===== src/rtl/ultrasonic_pkg.sv =====
// Shared constants for the ultrasonic ranger: front-end timing at 50 MHz,
// distance conversion and the filter FSM state encoding.
package ultrasonic_pkg;

   localparam int CLK_HZ                = 50_000_000;
   localparam int TRIG_PULSE_CYCLES     = 500;        // 10 us trigger pulse
   localparam int ECHO_TIMEOUT_CYCLES   = 1_450_000;  // ~500 cm round trip
   localparam int MEASURE_PERIOD_CYCLES = 3_000_000;  // 60 ms between pings

   localparam int COUNTS_PER_CM = 2900;
   localparam int MAX_CM        = 400;

   typedef enum logic [1:0] {
      IDLE = 2'd0,
      DIV  = 2'd1,
      ACC  = 2'd2,
      OUT  = 2'd3
   } filt_state_e;

endpackage


===== src/rtl/seq_divider.sv =====
// Restoring divider by a constant: one quotient bit per cycle, W cycles busy.
// done and quotient are presented combinationally in the final busy cycle.
module seq_divider #(
   parameter int W       = 21,
   parameter int DIVISOR = 2900
) (
   input  logic         clk,
   input  logic         rst,
   input  logic         start,
   input  logic [W-1:0] dividend,
   output logic         busy,
   output logic         done,
   output logic [W-1:0] quotient
);

   localparam int         CNT_W       = (W > 1) ? $clog2(W) : 1;
   localparam logic [W:0] DIVISOR_EXT = (W+1)'(DIVISOR);

   logic [W-1:0]     rem_q, rem_d;
   logic [W-1:0]     quo_q, quo_d;
   logic [CNT_W-1:0] cnt_q, cnt_d;
   logic             busy_q, busy_d;
   logic [W:0]       trial;

   always_comb begin
      rem_d  = rem_q;
      quo_d  = quo_q;
      cnt_d  = cnt_q;
      busy_d = busy_q;
      done   = 1'b0;
      // quo_q doubles as the dividend shift register while busy
      trial  = {rem_q, quo_q[W-1]};
      if (busy_q) begin
         if (trial >= DIVISOR_EXT) begin
            rem_d = W'(trial - DIVISOR_EXT);
            quo_d = {quo_q[W-2:0], 1'b1};
         end else begin
            rem_d = trial[W-1:0];
            quo_d = {quo_q[W-2:0], 1'b0};
         end
         cnt_d = cnt_q + CNT_W'(1);
         if (cnt_q == CNT_W'(W-1)) begin
            done   = 1'b1;
            busy_d = 1'b0;
         end
      end else if (start) begin
         rem_d  = '0;
         quo_d  = dividend;
         cnt_d  = '0;
         busy_d = 1'b1;
      end
   end

   always_ff @(posedge clk) begin
      if (rst) begin
         rem_q  <= '0;
         quo_q  <= '0;
         cnt_q  <= '0;
         busy_q <= 1'b0;
      end else begin
         rem_q  <= rem_d;
         quo_q  <= quo_d;
         cnt_q  <= cnt_d;
         busy_q <= busy_d;
      end
   end

   assign busy     = busy_q;
   assign quotient = quo_d;

endmodule


===== src/rtl/distance_cm_filter.sv =====
// Converts echo widths to centimetres, clamps to MAX_CM and reports a
// moving average over the last 2^AVG_LOG2 samples.
module distance_cm_filter #(
   parameter int RAW_W         = 21,
   parameter int CM_W          = 10,
   parameter int COUNTS_PER_CM = ultrasonic_pkg::COUNTS_PER_CM,
   parameter int MAX_CM        = ultrasonic_pkg::MAX_CM,
   parameter int AVG_LOG2      = 2
) (
   input  logic             clk,
   input  logic             rst,
   input  logic             new_measure,
   input  logic             timeout,
   input  logic [RAW_W-1:0] distance_raw,
   output logic [CM_W-1:0]  dist_cm,
   output logic             dist_valid,
   output logic             out_of_range,
   output logic             primed,
   output logic             overrun
);

   import ultrasonic_pkg::filt_state_e;
   import ultrasonic_pkg::IDLE;
   import ultrasonic_pkg::DIV;
   import ultrasonic_pkg::ACC;
   import ultrasonic_pkg::OUT;

   localparam int DEPTH = 1 << AVG_LOG2;
   localparam int SUM_W = CM_W + AVG_LOG2;

   filt_state_e         state_q, state_d;
   logic [CM_W-1:0]     sample_q, sample_d;
   logic                oor_q, oor_d;
   logic [CM_W-1:0]     buf_q [DEPTH];
   logic [CM_W-1:0]     buf_d [DEPTH];
   logic [AVG_LOG2-1:0] wptr_q, wptr_d;
   logic [AVG_LOG2:0]   cnt_q, cnt_d;
   logic [SUM_W-1:0]    sum_q, sum_d;
   logic [CM_W-1:0]     dist_cm_q, dist_cm_d;
   logic                dist_valid_q, dist_valid_d;
   logic                out_of_range_q, out_of_range_d;
   logic                primed_q, primed_d;
   logic                overrun_q, overrun_d;

   logic                div_start;
   logic                div_busy;
   logic                div_done;
   logic [RAW_W-1:0]    div_quot;

   seq_divider #(
      .W       (RAW_W),
      .DIVISOR (COUNTS_PER_CM)
   ) u_div (
      .clk      (clk),
      .rst      (rst),
      .start    (div_start),
      .dividend (distance_raw),
      .busy     (div_busy),
      .done     (div_done),
      .quotient (div_quot)
   );

   always_comb begin
      state_d        = state_q;
      sample_d       = sample_q;
      oor_d          = oor_q;
      buf_d          = buf_q;
      wptr_d         = wptr_q;
      cnt_d          = cnt_q;
      sum_d          = sum_q;
      dist_cm_d      = dist_cm_q;
      dist_valid_d   = 1'b0;
      out_of_range_d = out_of_range_q;
      primed_d       = primed_q;
      div_start      = 1'b0;
      // strobes are only accepted in IDLE; anything else is dropped and flagged
      overrun_d      = (state_q != IDLE) && (new_measure || timeout);

      case (state_q)
         IDLE: begin
            if (timeout) begin
               sample_d = CM_W'(MAX_CM);
               oor_d    = 1'b1;
               state_d  = ACC;
            end else if (new_measure && !div_busy) begin
               div_start = 1'b1;
               state_d   = DIV;
            end
         end
         DIV: begin
            if (div_done) begin
               if (div_quot > RAW_W'(MAX_CM)) begin
                  sample_d = CM_W'(MAX_CM);
                  oor_d    = 1'b1;
               end else begin
                  sample_d = div_quot[CM_W-1:0];
                  oor_d    = 1'b0;
               end
               state_d = ACC;
            end
         end
         ACC: begin
            buf_d[wptr_q]  = sample_q;
            sum_d          = sum_q + SUM_W'(sample_q) - SUM_W'(buf_q[wptr_q]);
            wptr_d         = wptr_q + AVG_LOG2'(1);
            if (cnt_q != (AVG_LOG2+1)'(DEPTH))
               cnt_d = cnt_q + (AVG_LOG2+1)'(1);
            if (cnt_q == (AVG_LOG2+1)'(DEPTH-1))
               primed_d = 1'b1;
            // outputs are registered here so they appear during OUT
            dist_cm_d      = sum_d[SUM_W-1:AVG_LOG2];
            out_of_range_d = oor_q;
            dist_valid_d   = 1'b1;
            state_d        = OUT;
         end
         OUT: begin
            state_d = IDLE;
         end
         default: begin
            state_d = IDLE;
         end
      endcase
   end

   always_ff @(posedge clk) begin
      if (rst) begin
         state_q        <= IDLE;
         sample_q       <= '0;
         oor_q          <= 1'b0;
         wptr_q         <= '0;
         cnt_q          <= '0;
         sum_q          <= '0;
         dist_cm_q      <= '0;
         dist_valid_q   <= 1'b0;
         out_of_range_q <= 1'b0;
         primed_q       <= 1'b0;
         overrun_q      <= 1'b0;
         for (int i = 0; i < DEPTH; i++)
            buf_q[i] <= '0;
      end else begin
         state_q        <= state_d;
         sample_q       <= sample_d;
         oor_q          <= oor_d;
         wptr_q         <= wptr_d;
         cnt_q          <= cnt_d;
         sum_q          <= sum_d;
         dist_cm_q      <= dist_cm_d;
         dist_valid_q   <= dist_valid_d;
         out_of_range_q <= out_of_range_d;
         primed_q       <= primed_d;
         overrun_q      <= overrun_d;
         for (int i = 0; i < DEPTH; i++)
            buf_q[i] <= buf_d[i];
      end
   end

   assign dist_cm      = dist_cm_q;
   assign dist_valid   = dist_valid_q;
   assign out_of_range = out_of_range_q;
   assign primed       = primed_q;
   assign overrun      = overrun_q;

endmodule


===== config.mk =====
export PLATFORM = sky130hd
export DESIGN_NAME = distance_cm_filter
export DESIGN_NICKNAME = d
export VERILOG_FILES = /design/src/rtl/ultrasonic_pkg.sv /design/src/rtl/seq_divider.sv /design/src/rtl/distance_cm_filter.sv
export SDC_FILE = /design/constraint.sdc
export NUM_CORES = 1
export LEC_CHECK = 0
export ABC_AREA = 1
export BUFFER_PORTS_ARGS = -buffer_cell sky130_fd_sc_hd__buf_4
export CAP_MARGIN = 10
export CORE_MARGIN = 2
export CORE_UTILIZATION = 47
export CTS_BUF_LIST = sky130_fd_sc_hd__clkbuf_2 sky130_fd_sc_hd__clkbuf_4 sky130_fd_sc_hd__clkbuf_8
export DETAILED_ROUTE_END_ITERATION = 10
export GPL_TIMING_DRIVEN = 0
export PLACE_DENSITY = 0.72
export SYNTH_ARGS = -nofsm -noshare
export SYNTH_HDL_FRONTEND = slang
export SYNTH_SLANG_ARGS = --single-unit

===== constraint.sdc =====
create_clock -name clk -period 6.1 [get_ports clk]
set_input_delay 0.61 -clock clk [delete_from_list [all_inputs] [get_ports clk]]
set_output_delay 0.61 -clock clk [all_outputs]
set_load 0.03 [all_outputs]

# Yosys cells after proc, flatten, opt, wreduce, memory -nomap -nowiden
# Cells that the tools add are included.
[totals]
ff_bits = 132
inputBits = 25
output_inout_bits = 14
[classes]
addsub = 6
n_lt_le_gt_ge = 4
eq_ne = 9
muxes = 35
bitwise = 1
reduce_logical = 13
[ops]
columns = ["operator", "n"]
rows = [
  ["21-bit 2-to-1 mux", 5],
  ["10-bit 2-to-1 mux", 6],
  ["40-bit bitwise mux", 1],
  ["22-bit by 12-bit greater-or-equal comparator with 1-bit output, second input constant", 1],
  ["21-bit by 9-bit > comparator with 1-bit output, second input constant", 1],
  ["21-bit by 12-bit subtractor with 21-bit output, second input constant", 1],
  ["10-bit binary-select mux with 2-bit select", 1],
  ["10-bit demux with 2-bit select", 1],
  ["10-bit one-hot mux with 2 select lines", 1],
  ["1-bit 2-to-1 mux", 13],
  ["12-bit by 10-bit adder with 12-bit output", 1],
  ["12-bit by 10-bit subtractor with 12-bit output", 1],
  ["5-bit 2-to-1 mux", 2],
  ["2-bit one-hot mux with 4 select lines", 1],
  ["2-bit 2-to-1 mux", 3],
  ["3-bit inequality test, second input constant", 2],
  ["2-bit AND reduction", 3],
  ["2-bit nonzero test", 3],
  ["5-bit by 1-bit adder with 5-bit output, second input constant", 1],
  ["5-bit == test, second input constant", 1],
  ["2-bit == test, second input constant", 2],
  ["2-bit inequality test, second input constant", 2],
  ["3-bit by 1-bit adder with 3-bit output, second input constant", 1],
  ["3-bit by 2-bit == test with 1-bit output, second input constant", 1],
  ["other kinds (11)", 13],
]

# Longest topological paths before layout
# Gate-level depths: netlist (run 1).
[depth]
depth_word = 11
mapped_depth = 18
mapped_depth_nobuf = 17

# Modules after synthesis
# A second synthesis (run 1) with hierarchy kept.
[unflattened]
hier_cells = 1003
hier_area_um2 = 6980.4
[by_module_without_submodules]
columns = ["module", "n_inst", "cells_each", "area_each_um2"]
rows = [
  ["distance_cm_filter", 1, 537, 3986.3],
  ["seq_divider", 1, 466, 2994.1],
]

# Worst setup path before layout (run 1)
# No wires, ideal clock.
[synth_path]
path_type = "reg2reg"
startpoint = "reg wptr_q[0]"
endpoint = "reg sum_q[9]"
setup_time_ns = 0.109
arrival_time_ns = 2.668
slack_ns = 3.323
path_stages_with_launch = 18
n_path_buf = 1
period_less_slack_ns = 2.777
cell_sequence = "dfxtp_1 -> inv_1 -> clkbuf_1 -> nor2_1 -> o22ai_1 -> fa_1 -> inv_1 -> ha_1 -> nand3_1 -> nand2_1 -> a21boi_0 -> o21ai_0 -> inv_1 -> nor2_1 -> o21ai_0 -> nand3_1 -> nand2_1 -> inv_1"
[synth_via]
elab_chain_cells = 5
[synth_rtl]
columns = ["item", "line_no", "rtl"]
rows = [
  ["start: declaration", "distance_cm_filter.sv:36", "logic [AVG_LOG2-1:0] wptr_q, wptr_d;"],
  ["start signal: assignment", "distance_cm_filter.sv:144", "wptr_q <= wptr_d;"],
  ["2-bit NOT with 3-bit output (not written as such)", "distance_cm_filter.sv:104", "sum_d = sum_q + SUM_W'(sample_q) - SUM_W'(buf_q[wptr_q]);"],
  ["10-bit binary-select mux with 2-bit select", "distance_cm_filter.sv:104", ""],
  ["10-bit 2-to-1 mux (not written as such) (2 in series)", "distance_cm_filter.sv:104", ""],
  ["12-bit by 10-bit subtractor with 12-bit output", "distance_cm_filter.sv:104", ""],
  ["end signal: assignment", "distance_cm_filter.sv:146", "sum_q <= sum_d;"],
  ["end: declaration", "distance_cm_filter.sv:38", "logic [SUM_W-1:0] sum_q, sum_d;"],
]
# Every way passes these cells. The select of a mux whose other input is x is not followed.
# A chain may end at the register's enable or synchronous reset.

# Final worst setup path (run 1)
[layout_path]
startpoint = "reg wptr_q[1]"
endpoint = "reg sum_q[9]"
# The elaborated chain is that of the path after synthesis.

==> out/qor.csv, run 1 <==
stage,metric,value,unit
timing,rsz0062_at_grt,no,
synth,synth_edf_count,0,
pwr,switching_share,44.0,%
outcome,outcome,completed,
route,drcViolationCount,0,
timing,tns,0,ns
setup_path,path_buf_inv,5,
placement,dp.cells,1127,
cells_and_area,multi_input_area,3310,sq um
timing,hold_viol_final,0,
synth,ys_warn_count,0,
pwr,pwr-share-comb,52.3,%
timing,final_max_slew_viol_count,0,
setup_path,rr_worst_depth,16,
synth,ys_ff_latch,122,
grt,grt_pass1_wl,26.7,mm
cells_and_area,final_cell_mix,"157 x nand2_1, 122 x dfxtp_1, 113 x a21oi_1",
setup_path,endpoint_kind,flip-flop,
timing,tightest_slew,0.647,ns
synth,synth_cell_type_count,36,
clock_tree,clock-sinks,122,
cells_and_area,antenna_cells,0,
synth,synth_area_leaders,"dfxtp_1 38%, nand2_1 9.1%, a21oi_1 8.8%",
setup_path,critPathArrivalTime,3.85,ns
setup_path,slowest_delay,0.46,ns
setup_path,path_class,reg2reg,
setup_path,cp_max_fo,11,
placement,dp_hpwl,11.4,mm
pwr,pwr-share-seq,26.6,%
synth,syn-cell-area,6460,sq um
setup_path,timing.rr.end,sum_q[9]$_SDFFE_PP0P_,
floorplanning,fp.dieH,121,um
clock_tree,root_buffer,clkbuf_8,
clock_tree,htreeDepth,4,
pwr,power_switching,1.72,mW
hold_path,min_path_cells,3,
clock_tree,clockBufferDepth,2,
hold_path,hold_path_end,u_div.quo_q[15]$_SDFF_PP0_,
setup_path,cp_cell_sequence,inv_1 > clkbuf_1 > o21ai_0 > o22ai_1 > fa_1 > inv_1 > ha_1 > a21oi_1 > a21boi_0 > o21ai_0 > inv_1 > nor2_1 > o21ai_0 > nand3_1 > nand2_1 > inv_1,
clock_tree,cts_buffers,17,
synth,syn_nets,974,
pwr,power_frac_clock,21.1,%
setup_path,cpMaxStageDelayCell,fa_1,
hold_path,hp-start,distance_raw[15],
pwr,leakage,3.26,nW
clock_tree,cts_tree,built,
setup_path,crit_path_start_kind,flip-flop,
floorplanning,core,13300,sq um
route,ant_nets,0,
grt,grt_pass1_vias,5652,
cells_and_area,nFillCells,1351,
timing,clock_skew,0.0112,ns
timing,setup_viol,0,
floorplanning,floorplan.initialDensity,48.4,%
setup_path,worstPathRequired,6.46,ns
placement,io_buffers,38,
route,vias_per_cell,5.19,
setup_path,r2r_slack,2.60,ns
grt,grt_overflow_total,0,
synth,synth_cells,913,
grt,antenna_found_initial,0,
route,totalWireLength,16.0,mm
grt,grt_usage,23.1,%
cells_and_area,stdcell_area,7410,sq um
setup_path,critPathTopFamily,compound AO/OA/AOI/OAI gates,
floorplanning,rows,42,
pwr,p_per_area,526,nW/um^2
pwr,p_total,3.90,mW
route,drtPass1Iterations,7,
clock_tree,cts_setup_buffers,0,
clock_tree,hold_buffers,0,
route,num_vias,6021,
floorplanning,die_x,121,um
floorplanning,io_pins,39,
cells_and_area,nets,1031,
timing,fin_crit,3.50,ns
clock_tree,cts.reportedPaths.clkPinSlew,0.07,ns
timing,max_clock_freq,286,MHz
cells_and_area,final_cells,1159,
setup_path,reg2reg_from,wptr_q[1]$_SDFFE_PP0P_,
clock_tree,cts_resized,0,
synth,seq_area_frac_synth,37.8,%
grt,grt_max_degree,17,
timing,min_period_over_period,57.3,%
pwr,intPower,2.19,mW
setup_path,crit_path_frequent_cell,inv_1,
synth,synthFlopType,dfxtp_1,
timing,whs,0.464,ns
hold_path,hold_class,in2reg,
floorplanning,design.die.area,14700,sq um
synth,post-synth-top-area-cell,dfxtp_1,
route,wl_per_cell,13.8,um
synth,async_reset_ff_share,0,%
route,drtIter0Drc,467,
cells_and_area,layout_commonest_cell,nand2_1,
placement,gp_congestion,0.894,
job,cap_viol_max_count,0,
clock_tree,clk_latency,0.46,ns
synth,yosysTopAreaCellShare,37.8,%
cells_and_area,ff_latch_area,2440,sq um
cells_and_area,drive_above_1_share,11.4,%
timing,slew_headroom,56.9,%
placement,post_dp_cell_area,6960,sq um
cells_and_area,syn_to_final_growth,14.8,%
synth,syn_avg_cell_area,7.07,sq um
pwr,peakVddDrop,0.222,mV
==> worst max-delay path by stage <==
stage                                        to                    from  cells past startpoint  slack, ns
after floorplan           sum_q[9]$_SDFFE_PP0P_  wptr_q[0]$_SDFFE_PP0P_                     17       3.32
after global placement    sum_q[9]$_SDFFE_PP0P_  wptr_q[0]$_SDFFE_PP0P_                     17       2.70
after detailed placement  sum_q[9]$_SDFFE_PP0P_  wptr_q[0]$_SDFFE_PP0P_                     17       2.69
after CTS                 sum_q[9]$_SDFFE_PP0P_  wptr_q[0]$_SDFFE_PP0P_                     17       2.68
after global routing      sum_q[9]$_SDFFE_PP0P_  wptr_q[0]$_SDFFE_PP0P_                     17       2.30
final                     sum_q[9]$_SDFFE_PP0P_  wptr_q[1]$_SDFFE_PP0P_                     16       2.60
==> layout make-up <==
| type | count | area share [%] |
|---|---|---|
| inverters | 120 | 6.08 |
| repair buffers | 38 | 3.85 |
| flip-flops and latches | 122 | 33.0 |
| multi-input cells | 623 | 44.7 |
| clock inverters | 11 | 2.26 |
| plain buffers | 48 | 3.39 |
| clock buffers | 21 | 3.81 |
| well taps | 176 | 2.97 |
==> tightest hold or removal path, delay by kind of cell <==
kind                   cells  cell delay [ns]
and+or+nand+nor            1             0.07
buffers and inverters      1             0.11
AOI/OAI and AO/OA          1             0.08
==> kinds of logic after synthesis <==
family,after synthesis,synth area share [%]
buf+inv,168,10.9
xor+xnor,13,1.76
fa+ha+maj,36,8.14
simple gates,320,20.7
compound gates,254,20.7
flops,122,37.8
==> synth_stat cells, types with 2 or more instances <==
| library cell | number |
|---|---|
| nand2_1 | 157 |
| dfxtp_1 | 122 |
| a21oi_1 | 113 |
| inv_1 | 112 |
| o21ai_0 | 103 |
| nor2_1 | 87 |
| nand3_1 | 43 |
| clkbuf_1 | 30 |
| ha_1 | 26 |
| buf_4 | 10 |
| fa_1 | 10 |
| o22ai_1 | 10 |
| a31oi_1 | 8 |
| inv_2 | 8 |
| nand2_2 | 8 |
| xor2_1 | 8 |
| nor3_1 | 7 |
| o211ai_1 | 7 |
| nor2_2 | 5 |
| xnor2_1 | 5 |
| a211oi_1 | 4 |
| buf_6 | 4 |
| nand4_1 | 4 |
| o21ai_1 | 4 |
| buf_2 | 3 |
| nor4_1 | 2 |
| o21bai_1 | 2 |
| or2_1 | 2 |
| or2_2 | 2 |
==> power groups by stage <==
stage / clock (mW) / sequential, mW / combinational (mW)
global route: 0.866 / 1.06 / 2.33
floorplan: 0 / 1.04 / 1.56
global placement: 0 / 1.05 / 1.99
finish: 0.822 / 1.04 / 2.04
detailed placement: 0 / 1.05 / 2.02
CTS: 0.830 / 1.04 / 2.03
==> metrics by stage <==
| stage | utilization (%) | setup WS (ns) |
|---|---|---|
| 2_1_floorplan | - | 3.32 |
| 3_3_place_gp | 52.2 | 2.70 |
| 3_5_place_dp | 52.2 | 2.69 |
| 4_1_cts | 55.5 | 2.68 |
| 5_1_grt | 55.5 | 2.30 |
| 6_report | 55.5 | 2.60 |
==> per-layer routing <==
metal | share of wire [%] | vias to the layer above | track usage (%)
met5 | 0 | - | 0
met4 | 1.9 | 0 | 8.41
met3 | 5.7 | 30 | 5.69
met2 | 46 | 163 | 37.6
met1 | 46 | 2731 | 29.7
li1 | - | 3097 | -
==> state kept, by name, indices dropped and copies added (netlist names) <==
signal	flops
buf_q	40
u_div.quo_q	21
u_div.rem_q	21
sum_q	12
sample_q	10
u_div.cnt_q	5
cnt_q	3
state_q	2
wptr_q	2
dist_valid	1
oor_q	1
out_of_range	1
overrun	1
primed	1
u_div.busy	1
(Power assumes the default switching activity.)
==> run 2, diff against run 1 <==
--- a/config.mk
+++ b/config.mk
@@ -13,7 +13,7 @@
 export CTS_BUF_LIST = sky130_fd_sc_hd__clkbuf_2 sky130_fd_sc_hd__clkbuf_4 sky130_fd_sc_hd__clkbuf_8
 export DETAILED_ROUTE_END_ITERATION = 10
 export GPL_TIMING_DRIVEN = 0
-export PLACE_DENSITY = 0.72
+export PLACE_DENSITY = 0.75
 export SYNTH_ARGS = -nofsm -noshare
 export SYNTH_HDL_FRONTEND = slang
 export SYNTH_SLANG_ARGS = --single-unit
==> constraint.sdc (replaced) <==
create_clock -name clk -period 2.9 [get_ports clk]
set_input_delay 0.29 -clock clk [delete_from_list [all_inputs] [get_ports clk]]
set_output_delay 0.29 -clock clk [all_outputs]
set_load 0.03 [all_outputs]
==> run 2 against run 1 <==
Global-route usage down 0.35 points. Clock skew up 0.0017 ns. Largest cell class unchanged. Register-to-register slack worse by 2.5 ns. Critical path type unchanged. Clock power up 84%.
==> out/qor.csv, run 2 (synthesis results as in run 1) <==
stage,metric,value,unit,change
cells_and_area,final_util,56.1,%,+0.59 points
floorplanning,io_pins,39,,unchanged
cells_and_area,largest_register_ffs,40,,unchanged
setup_path,rr_worst_depth,14,,-2
clock_tree,hold_buffers,0,,unchanged
clock_tree,cts_buffers,17,,unchanged
placement,io_buffers,38,,unchanged
clock_tree,clk_latency,0.46,ns,about the same
grt,grt_max_degree,17,,unchanged
clock_tree,root_buffer,clkbuf_8,,
route,totalWireLength,16.2,mm,+0.96%
route,drtPass1Iterations,5,,-2
hold_path,hp-start,distance_raw[15],,
job,cap_viol_max_count,0,,unchanged
setup_path,timing.rr.end,sum_q[11]$_SDFFE_PP0P_,,
setup_path,crit_path_frequent_cell,inv_1,,
route,ant_nets,0,,unchanged
pwr,p_per_area,1140,nW/um^2,+120%
grt,grt_pass1_vias,5560,,-1.6%
floorplanning,design.die.area,14700,sq um,unchanged
clock_tree,htreeDepth,4,,unchanged
grt,busiest_layer,met2,,
grt,grt_pass1_wl,26.4,mm,-1.2%
grt,met1_usage,30.5,%,+0.81 points
setup_path,path_class,reg2reg,,
timing,slew_headroom,57.7,%,+0.84 points
timing,min_period_over_period,96.8,%,+39 points
cells_and_area,layout_commonest_cell,nand2_1,,
route,wl_per_cell,13.9,um,+0.79%
cells_and_area,antenna_cells,0,,unchanged
grt,antenna_found_initial,0,,unchanged
setup_path,r2r_slack,0.09,ns,-2.51 ns
cells_and_area,final_cell_mix,"156 x nand2_1, 120 x dfxtp_1, 111 x inv_1",,
timing,hold_viol_final,0,,unchanged
floorplanning,floorplan.initialDensity,48.4,%,unchanged
cells_and_area,nets,1033,,+0.19%
timing,clock_skew,0.0129,ns,+0.00170 ns
setup_path,slowest_delay,0.50,ns,+0.04 ns
setup_path,critPathArrivalTime,3.19,ns,-0.66 ns
floorplanning,core,13300,sq um,unchanged
setup_path,cpMaxStageDelayCell,fa_1,,
hold_path,hold_path_end,u_div.quo_q[15]$_SDFF_PP0_,,
timing,max_clock_freq,356,MHz,+25%
setup_path,reg2reg_from,wptr_q[0]$_SDFFE_PP0P_,,
hold_path,min_path_cells,3,,unchanged
floorplanning,die_x,121,um,unchanged
floorplanning,fp.dieH,121,um,unchanged
timing,setup_viol,0,,unchanged
cells_and_area,nFillCells,1318,,-2.4%
floorplanning,rows,42,,unchanged
route,vias_per_cell,5.19,,-0.19%
route,drcViolationCount,0,,unchanged
cells_and_area,drive_above_1_share,14.0,%,+2.6 points
clock_tree,cts_tree,built,,
grt,grt_use_met3,4.51,%,-1.2 points
setup_path,cp_max_fo,10,,-1
timing,rsz0062_at_grt,yes,,
placement,dp_hpwl,11.4,mm,-0.58%
setup_path,endpoint_kind,flip-flop,,
outcome,outcome,completed,,
timing,whs,0.132,ns,-0.333 ns
grt,gr-usage-met2,36.1,%,-1.5 points
clock_tree,cts.reportedPaths.clkPinSlew,0.07,ns,about the same
route,drtIter0Drc,444,,-4.9%
timing,final_max_slew_viol_count,0,,unchanged
cells_and_area,top_register,buf_q,,
pwr,peakVddDrop,0.570,mV,+160%
grt,grt_overflow_total,0,,unchanged
grt,grt_usage,22.7,%,-0.35 points
route,num_vias,6020,,-0.017%
clock_tree,clockBufferDepth,2,,unchanged
hold_path,hold_class,in2reg,,
cells_and_area,syn_to_final_growth,16.0,%,
timing,tightest_slew,0.634,ns,-0.0127 ns
timing,fin_crit,2.81,ns,-0.689 ns
setup_path,worstPathRequired,3.29,ns,-3.17 ns
clock_tree,clock-sinks,122,,unchanged
pwr,leakage,3.29,nW,+0.92%
placement,gp_congestion,0.908,,+1.5%
cells_and_area,largest_registers,"buf_q: 40 flops, u_div.quo_q: 21 flops, u_div.rem_q: 21 flops",,
pwr,p_total,8.51,mW,+120%
setup_path,cp_cell_sequence,inv_2 > clkbuf_8 > o21ai_0 > o22ai_1 > fa_1 > inv_1 > ha_1 > inv_1 > nor3_2 > nand3_1 > nand4_1 > xor2_1 > nand2_1 > a21oi_1,,
setup_path,crit_path_start_kind,flip-flop,,
==> run 2: per-stage QoR <==
step / setup slack (ns) / cell area, sq um / TNS, ns / std cells
6_report: 0.0924 / 7490 / 0 / 1161
4_1_cts: 0.00834 / 7400 / 0 / 1159
5_1_grt: -0.0189 / 7490 / -0.0372 / 1161
3_3_place_gp: -0.508 / 6960 / -1.79 / 1127
3_5_place_dp: -0.546 / 6960 / -2.06 / 1127
2_1_floorplan: 0.123 / 6460 / 0 / 913
==> run 2: worst max path at each step <==
stage                                       from  slack (ns)                      to
after floorplan           wptr_q[0]$_SDFFE_PP0P_        0.12   sum_q[9]$_SDFFE_PP0P_
after global placement    wptr_q[0]$_SDFFE_PP0P_       -0.51   sum_q[9]$_SDFFE_PP0P_
after detailed placement  wptr_q[0]$_SDFFE_PP0P_       -0.55   sum_q[9]$_SDFFE_PP0P_
after CTS                 wptr_q[0]$_SDFFE_PP0P_       0.008   sum_q[9]$_SDFFE_PP0P_
after global routing      wptr_q[0]$_SDFFE_PP0P_       -0.02   sum_q[9]$_SDFFE_PP0P_
final                     wptr_q[0]$_SDFFE_PP0P_        0.09  sum_q[11]$_SDFFE_PP0P_
==> run 2: what timing repair did <==
| item | 4_1_cts | 5_1_grt |
|---|---|---|
| hold endpoints to repair | 0 | 0 |
| pin swaps | 1 | 6 |
| setup buffers | 0 | 2 |
| setup endpoints to repair | 9 | 5 |
| resized for setup | 21 | 26 |
==> run 2: critical path, delay by kind of cell, from the launching register on <==
kind	cells	cell delay, ns
AND/OR/NAND/NOR	4	0.51
XOR/XNOR	1	0.15
adder cells (fa/ha/maj)	2	0.83
buffers and inverters	4	0.40
flip-flops	1	0.38
AO/OA/AOI/OAI	3	0.45
==> run 2: routing by layer <==
metal	part of all wire (%)	vias to the layer above
li1	-	3092
met1	47	2722
met2	46	180
met3	5.3	26
met4	2.0	0
met5	0	-
==> run 2: layout make-up <==
type,count,area [sq um],share of cell area [%]
Clock inverter,15,153,2.04
Inverter,120,450,6.01
Buffer,48,287,3.82
Multi-Input combinational cell,623,3400,45.3
Tap cell,176,220,2.94
Timing Repair Buffer,40,300,4.01
Sequential cell,122,2450,32.7
Clock buffer,17,234,3.12
==> run 2: power breakdown <==
group	switching (mW)	total, mW	internal [mW]
clock network	0.747	1.51	0.759
registers	0.189	2.20	2.01
logic	2.92	4.81	1.89
total	3.86	8.51	4.65
